[src/rtl/instr_fetch.sv]
// ============================================================================
// instr_fetch
// ----------------------------------------------------------------------------
// Instruction fetch unit. It fetches from instruction memory using a
// request/grant/rvalid handshake and keeps at most one access in flight. The
// returned words go into a 2-entry buffer, and decode drains that buffer.
// The unit tells the PC to advance when an address is accepted. A branch
// (flush) empties the buffer and drops any response still in flight.
//
// Parameters
//   DATA_WIDTH  instruction / address width (default 32)
//   BUF_DEPTH   instruction buffer entries (only 2 is supported)
//
// Ports
//   clk_i               clock, rising edge
//   reset_i             asynchronous, active-low reset
//   pc_addr_i           current PC value
//   pc_en_o             one-cycle pulse: advance PC by 4
//   flush_i             branch taken (same signal as the PC's branch enable)
//   mem_req_o           instruction memory request
//   mem_addr_o          request address
//   mem_gnt_i           memory accepted the address
//   mem_rvalid_i        memory read data valid
//   mem_rdata_i         memory read data
//   instr_valid_o       buffer head valid
//   instr_o             head instruction
//   instr_addr_o        head instruction address
//   instr_ready_i       decode accepts the head
//   fetch_misaligned_o  misaligned-PC flag
//
// Optional feature (compile-time macro IFETCH_ALIGN_CHECK_EN)
//   Defined     : in IDLE, a PC with address bits [1:0] != 0 blocks issue and
//                 sets fetch_misaligned_o. The flag stays set until flush_i.
//   Not defined : PC low bits pass through unchecked and
//                 fetch_misaligned_o is tied to 0.
// ============================================================================
module instr_fetch #(
    parameter int DATA_WIDTH = 32,
    parameter int BUF_DEPTH  = 2
) (
    input  logic                  clk_i,
    input  logic                  reset_i,
    input  logic [DATA_WIDTH-1:0] pc_addr_i,
    output logic                  pc_en_o,
    input  logic                  flush_i,
    output logic                  mem_req_o,
    output logic [DATA_WIDTH-1:0] mem_addr_o,
    input  logic                  mem_gnt_i,
    input  logic                  mem_rvalid_i,
    input  logic [DATA_WIDTH-1:0] mem_rdata_i,
    output logic                  instr_valid_o,
    output logic [DATA_WIDTH-1:0] instr_o,
    output logic [DATA_WIDTH-1:0] instr_addr_o,
    input  logic                  instr_ready_i,
    output logic                  fetch_misaligned_o
);

    // A new fetch may start only while the buffer has room for its response.
    // The access is only accepted when count <= BUF_DEPTH-1, so a push can
    // never find the buffer full.
    localparam logic [1:0] ISSUE_MAX = 2'(BUF_DEPTH - 1);

    typedef enum logic [1:0] {
        IDLE,
        REQ,
        WAIT,
        DISCARD
    } state_t;

    state_t                state;
    state_t                state_next;

    logic                  issue;
    logic                  push;
    logic                  pop;
    logic                  align_ok;

    logic [DATA_WIDTH-1:0] buf_data [BUF_DEPTH];
    logic [DATA_WIDTH-1:0] buf_addr [BUF_DEPTH];
    logic                  rd_ptr;
    logic                  wr_ptr;
    logic [1:0]            count;

`ifdef IFETCH_ALIGN_CHECK_EN
    logic                  misaligned;

    // Sticky misalignment flag. It is set when IDLE sees a misaligned PC and
    // is cleared only by a branch, which supplies a fresh PC.
    always_ff @(posedge clk_i or negedge reset_i) begin
        if (!reset_i) begin
            misaligned <= 1'b0;
        end else if (flush_i) begin
            misaligned <= 1'b0;
        end else if ((state == IDLE) && (pc_addr_i[1:0] != 2'b00)) begin
            misaligned <= 1'b1;
        end
    end

    assign align_ok           = (pc_addr_i[1:0] == 2'b00) && !misaligned;
    assign fetch_misaligned_o = misaligned;
`else
    assign align_ok           = 1'b1;
    assign fetch_misaligned_o = 1'b0;
`endif

    // Next-state and handshake decode. A flush always suppresses the PC
    // advance and any buffer push. A flush that arrives after the grant must
    // still consume the response, so it goes through DISCARD.
    always_comb begin
        state_next = state;
        pc_en_o    = 1'b0;
        push       = 1'b0;
        issue      = 1'b0;
        case (state)
            IDLE: begin
                if (!flush_i && (count <= ISSUE_MAX) && align_ok) begin
                    issue      = 1'b1;
                    state_next = REQ;
                end
            end
            REQ: begin
                if (flush_i) begin
                    state_next = mem_gnt_i ? DISCARD : IDLE;
                end else if (mem_gnt_i) begin
                    pc_en_o    = 1'b1;
                    state_next = WAIT;
                end
            end
            WAIT: begin
                if (flush_i) begin
                    state_next = mem_rvalid_i ? IDLE : DISCARD;
                end else if (mem_rvalid_i) begin
                    push       = 1'b1;
                    state_next = IDLE;
                end
            end
            DISCARD: begin
                if (mem_rvalid_i) begin
                    state_next = IDLE;
                end
            end
            default: begin
                state_next = IDLE;
            end
        endcase
    end

    // State register.
    always_ff @(posedge clk_i or negedge reset_i) begin
        if (!reset_i) begin
            state <= IDLE;
        end else begin
            state <= state_next;
        end
    end

    // The request address is captured when the fetch starts. It then holds
    // steady for the whole request and also tags the response.
    always_ff @(posedge clk_i or negedge reset_i) begin
        if (!reset_i) begin
            mem_addr_o <= '0;
        end else if (issue) begin
            mem_addr_o <= pc_addr_i;
        end
    end

    assign mem_req_o = (state == REQ);

    assign pop = instr_valid_o && instr_ready_i;

    // Two-entry circular buffer with one-bit pointers. A flush takes priority
    // and empties it. A push and a pop in the same cycle keep the count.
    always_ff @(posedge clk_i or negedge reset_i) begin
        if (!reset_i) begin
            rd_ptr <= 1'b0;
            wr_ptr <= 1'b0;
            count  <= 2'd0;
            for (int i = 0; i < BUF_DEPTH; i++) begin
                buf_data[i] <= '0;
                buf_addr[i] <= '0;
            end
        end else if (flush_i) begin
            rd_ptr <= 1'b0;
            wr_ptr <= 1'b0;
            count  <= 2'd0;
        end else begin
            if (push) begin
                buf_data[wr_ptr] <= mem_rdata_i;
                buf_addr[wr_ptr] <= mem_addr_o;
                wr_ptr           <= ~wr_ptr;
            end
            if (pop) begin
                rd_ptr <= ~rd_ptr;
            end
            case ({push, pop})
                2'b10:   count <= count + 2'd1;
                2'b01:   count <= count - 2'd1;
                default: count <= count;
            endcase
        end
    end

    // The head is driven to zero while the buffer is empty, so stale entries
    // never show up on the outputs.
    assign instr_valid_o = (count != 2'd0);
    assign instr_o       = instr_valid_o ? buf_data[rd_ptr] : '0;
    assign instr_addr_o  = instr_valid_o ? buf_addr[rd_ptr] : '0;

endmodule

[config.mk]
export PLATFORM = sky130hd
export DESIGN_NAME = instr_fetch
export DESIGN_NICKNAME = d
export VERILOG_FILES = /design/src/rtl/instr_fetch.sv
export SDC_FILE = /design/constraint.sdc
export NUM_CORES = 1
export LEC_CHECK = 0
export CORE_MARGIN = 2
export CORE_UTILIZATION = 45
export CTS_CLUSTER_SIZE = 8
export DETAILED_ROUTE_END_ITERATION = 16
export HOLD_SLACK_MARGIN = 0.02
export PLACE_DENSITY_LB_ADDON = 0.1
export SLEW_MARGIN = 20
export SYNTH_ARGS = -nofsm -noshare
export SYNTH_HDL_FRONTEND = slang
export SYNTH_SLANG_ARGS = --single-unit
[constraint.sdc]
create_clock -name clk_i -period 2.25 [get_ports clk_i]
set_clock_uncertainty 0.1 [all_clocks]
set_input_delay 0.45 -clock clk_i [delete_from_list [all_inputs] [get_ports clk_i]]
set_output_delay 0.45 -clock clk_i [all_outputs]
set_load 0.005 [all_outputs]
==> impl_metrics.yaml <==
clock_tree:
  clkSlewWorstSetupHoldPaths_ns: 0.06
  cts.sinks: 166
  insertion_delay_ns: 0.41
  cts_root_buffer: "clkbuf_16"
  cts_tree: "yes"
  htreeDepth: 4
  cts_buffers: 17
  cts_buffer_depth: 2
place:
  numPortBuffers: 168
  placed_cells: 898
  dpl-instance-area_um2: 9620
  dp.final_hpwl_mm: 10.7
  place_congestion: 0.737
logic_synthesis:
  syn_area_um2: 7450
  ys_seq_area_frac: 0.558
  synth_cell_type_count: 27
  syn_avg_cell_area_um2: 14.4
  yosysWarningCount: 0
  synth_nets: 589
  ys_ff_latch: 166
  synth_cells: 518
floorplanning:
  initial_core_util: 0.454
  coreArea_um2: 16400
  die_w_um: 133
  ios: 170
  die_h_um: 133
  rows: 47
  die_area_um2: 17600
job:
  maxCapViolCount: 0
cells_and_area:
  design_area_um2: 10500
  instances_no_fill: 958
  area_growth_pct: 41.4
  nets: 798
  fillers: 1228
  multiInputGateArea_um2: 3170
  n_antenna_cell: 0
  final_common_cell: "dfrtp_1"
  final_cell_mix: "dfrtp_1, mux2_2, clkdlybuf4s50_1"
  layout.area.seq_um2: 4160
  drive_above_1_share: 0.447
detailed_routing:
  wl_per_cell_um: 18.8
  viasPerCell: 5.07
  finalWirelength_mm: 18.0
  ant_nets: 0
  drc: 0
  drt-initial-drc-count: 197
  dr.pass1.iters: 4
  vias: 4854
power_and_ir_drop:
  p_per_area_nw_per_um2: 1350
  leakage_nw: 4.87
  vdd_drop_max_v: 0.000632
hold_path:
  hold_path.class: "input port to async pin"
global_routing:
  grt_max_degree: 71
  grt_remaining_overflow: 0
  grt_pass1_wl_mm: 29.0
  antenna_found_initial: 0
  grt_pass1_vias: 5345
  grt_use_total: 0.212
outcome:
  violations: "setup timing"
  status: "finished, violations left"
timing:
  slew_viol_final: 0
  final-setup-viol-count: 4
  rsz0062_at_grt: "yes"
  fmax_mhz: 440
  finalCritPeriodShare: 1.01
  hold_viol: 0
  setup_slack_ns: -0.0252
  fin_crit_ns: 2.28
critical_path:
  required_ns: 1.70
  crit_path_end_kind: "primary output"
  crit_arrival_ns: 1.73
  path_class: "register to primary output"
  start_kind: "register"
  path_max_fanout: 4
## kinds of logic (layout without fill, tap and decap cells)
group,after synthesis,after routing,synth area share
AOI/OAI and AO/OA,2,2,0.00252
DFF,166,166,0.558
and+or+nand+nor,81,81,0.0469
buffers and inverters,37,257,0.0284
adders and majority gates,1,1,0.00168
muxes,228,228,0.358
xor gates and xnor gates,2,2,0.00420
other,1,1,0.000504
## through the flow
step	TNS (ns)	util	setup WS (ns)	hold WS (ns)	power, mW
final	-0.0612	0.642	-0.0252	0.372	14.2
after detailed placement	-14.24	0.586	-0.151	0.231	10.4
after CTS	-1.87	0.645	-0.129	0.364	14.3
after global placement	-12.39	0.586	-0.131	0.226	10.2
after global routing	-2.35	0.642	-0.0977	0.372	15.0
after floorplan	0	-	0.287	0.0544	7.91
## cell type report
class / instances / share of cell area
clock inverter: 9 / 0.0144
sequential: 166 / 0.395
tap: 220 / 0.0261
multi-input combinational: 315 / 0.302
inverter: 4 / 0.00143
timing repair buffer: 223 / 0.218
clock buffer: 21 / 0.0437
## report_power, final
| part | switching (mW) | leakage [nW] | total (mW) | internal (mW) |
|---|---|---|---|---|
| Combinational | 2.15 | 2.47 | 5.97 | 3.83 |
| Clock | 1.12 | 0.299 | 3.02 | 1.90 |
| Sequential | 0.919 | 2.11 | 5.21 | 4.30 |
| Total | 4.19 | 4.87 | 14.2 | 10.0 |
## critical path, cell delays in order, from the launching register on
cell and delay, ns:
dfrtp_4 0.49, buf_4 0.15, bufbuf_16 0.26, mux2i_2 0.15
nor2_1 0.13, buf_2 0.13
## path summary, 6_finish.rpt
check / startpoint / end / slack (ns) / cells past startpoint
max in group asynchronous: reset_i / state[1] / 0.99 / 3
min in group clk_i: buf_addr[17] / buf_addr[17] / 0.40 / 1
min: reset_i / buf_data[23] / 0.37 / 2
min reg2reg: buf_addr[17] / buf_addr[17] / 0.40 / 1
max: rd_ptr / instr_o[5] / -0.03 / 5
max reg2reg: state[0] / buf_data[49] / 0.41 / 5
## metal layers
layer  share of wire  track usage  up-vias
li1                -            -     2233
met1            0.44        0.278     2485
met2            0.50        0.353      126
met3           0.049       0.0567       10
met4          0.0096       0.0514        0
met5               0            0        -
## cells in the mapped netlist
master,count,share of area
a221o_1,1,0.0013
and4bb_1,1,0.0017
nor3b_1,1,0.0010
xnor2_1,1,0.0012
nand2_2,1,0.00084
buf_2,16,0.011
clkbuf_1,9,0.0045
ha_1,1,0.0017
buf_4,2,0.0020
dfrtp_1,166,0.56
nor4_2,1,0.0017
or2_1,1,0.00084
o2bb2ai_1,1,0.0012
nor2b_4,1,0.0018
nand2b_1,1,0.00084
mux2_1,2,0.0030
inv_1,4,0.0020
mux2_2,109,0.16
buf_6,6,0.0091
nor2b_1,2,0.0017
nand2_1,2,0.0010
xnor3_1,1,0.0030
conb_1,1,0.00050
nor3_1,1,0.00067
nor2_1,69,0.035
mux2i_1,68,0.091
mux2_4,49,0.099
## registers in the layout, indices dropped and copies added, names as in the netlist
register,cells
count,2
state,2
buf_data,64
rd_ptr,1
wr_ptr,1
buf_addr,64
mem_addr_o,32
## what timing repair did
| action | CTS | global route |
|---|---|---|
| gates resized for setup | 254 | 44 |
| endpoints found under the hold margin | 22 | 0 |
| hold buffers | 1 | 0 |
| pin swaps | 16 | 29 |
| cloned | 12 | 0 |
| endpoints found under the setup margin | 66 | 63 |
| setup buffers | 19 | 1 |
Note: power is estimated with default switching activity, not from simulation.
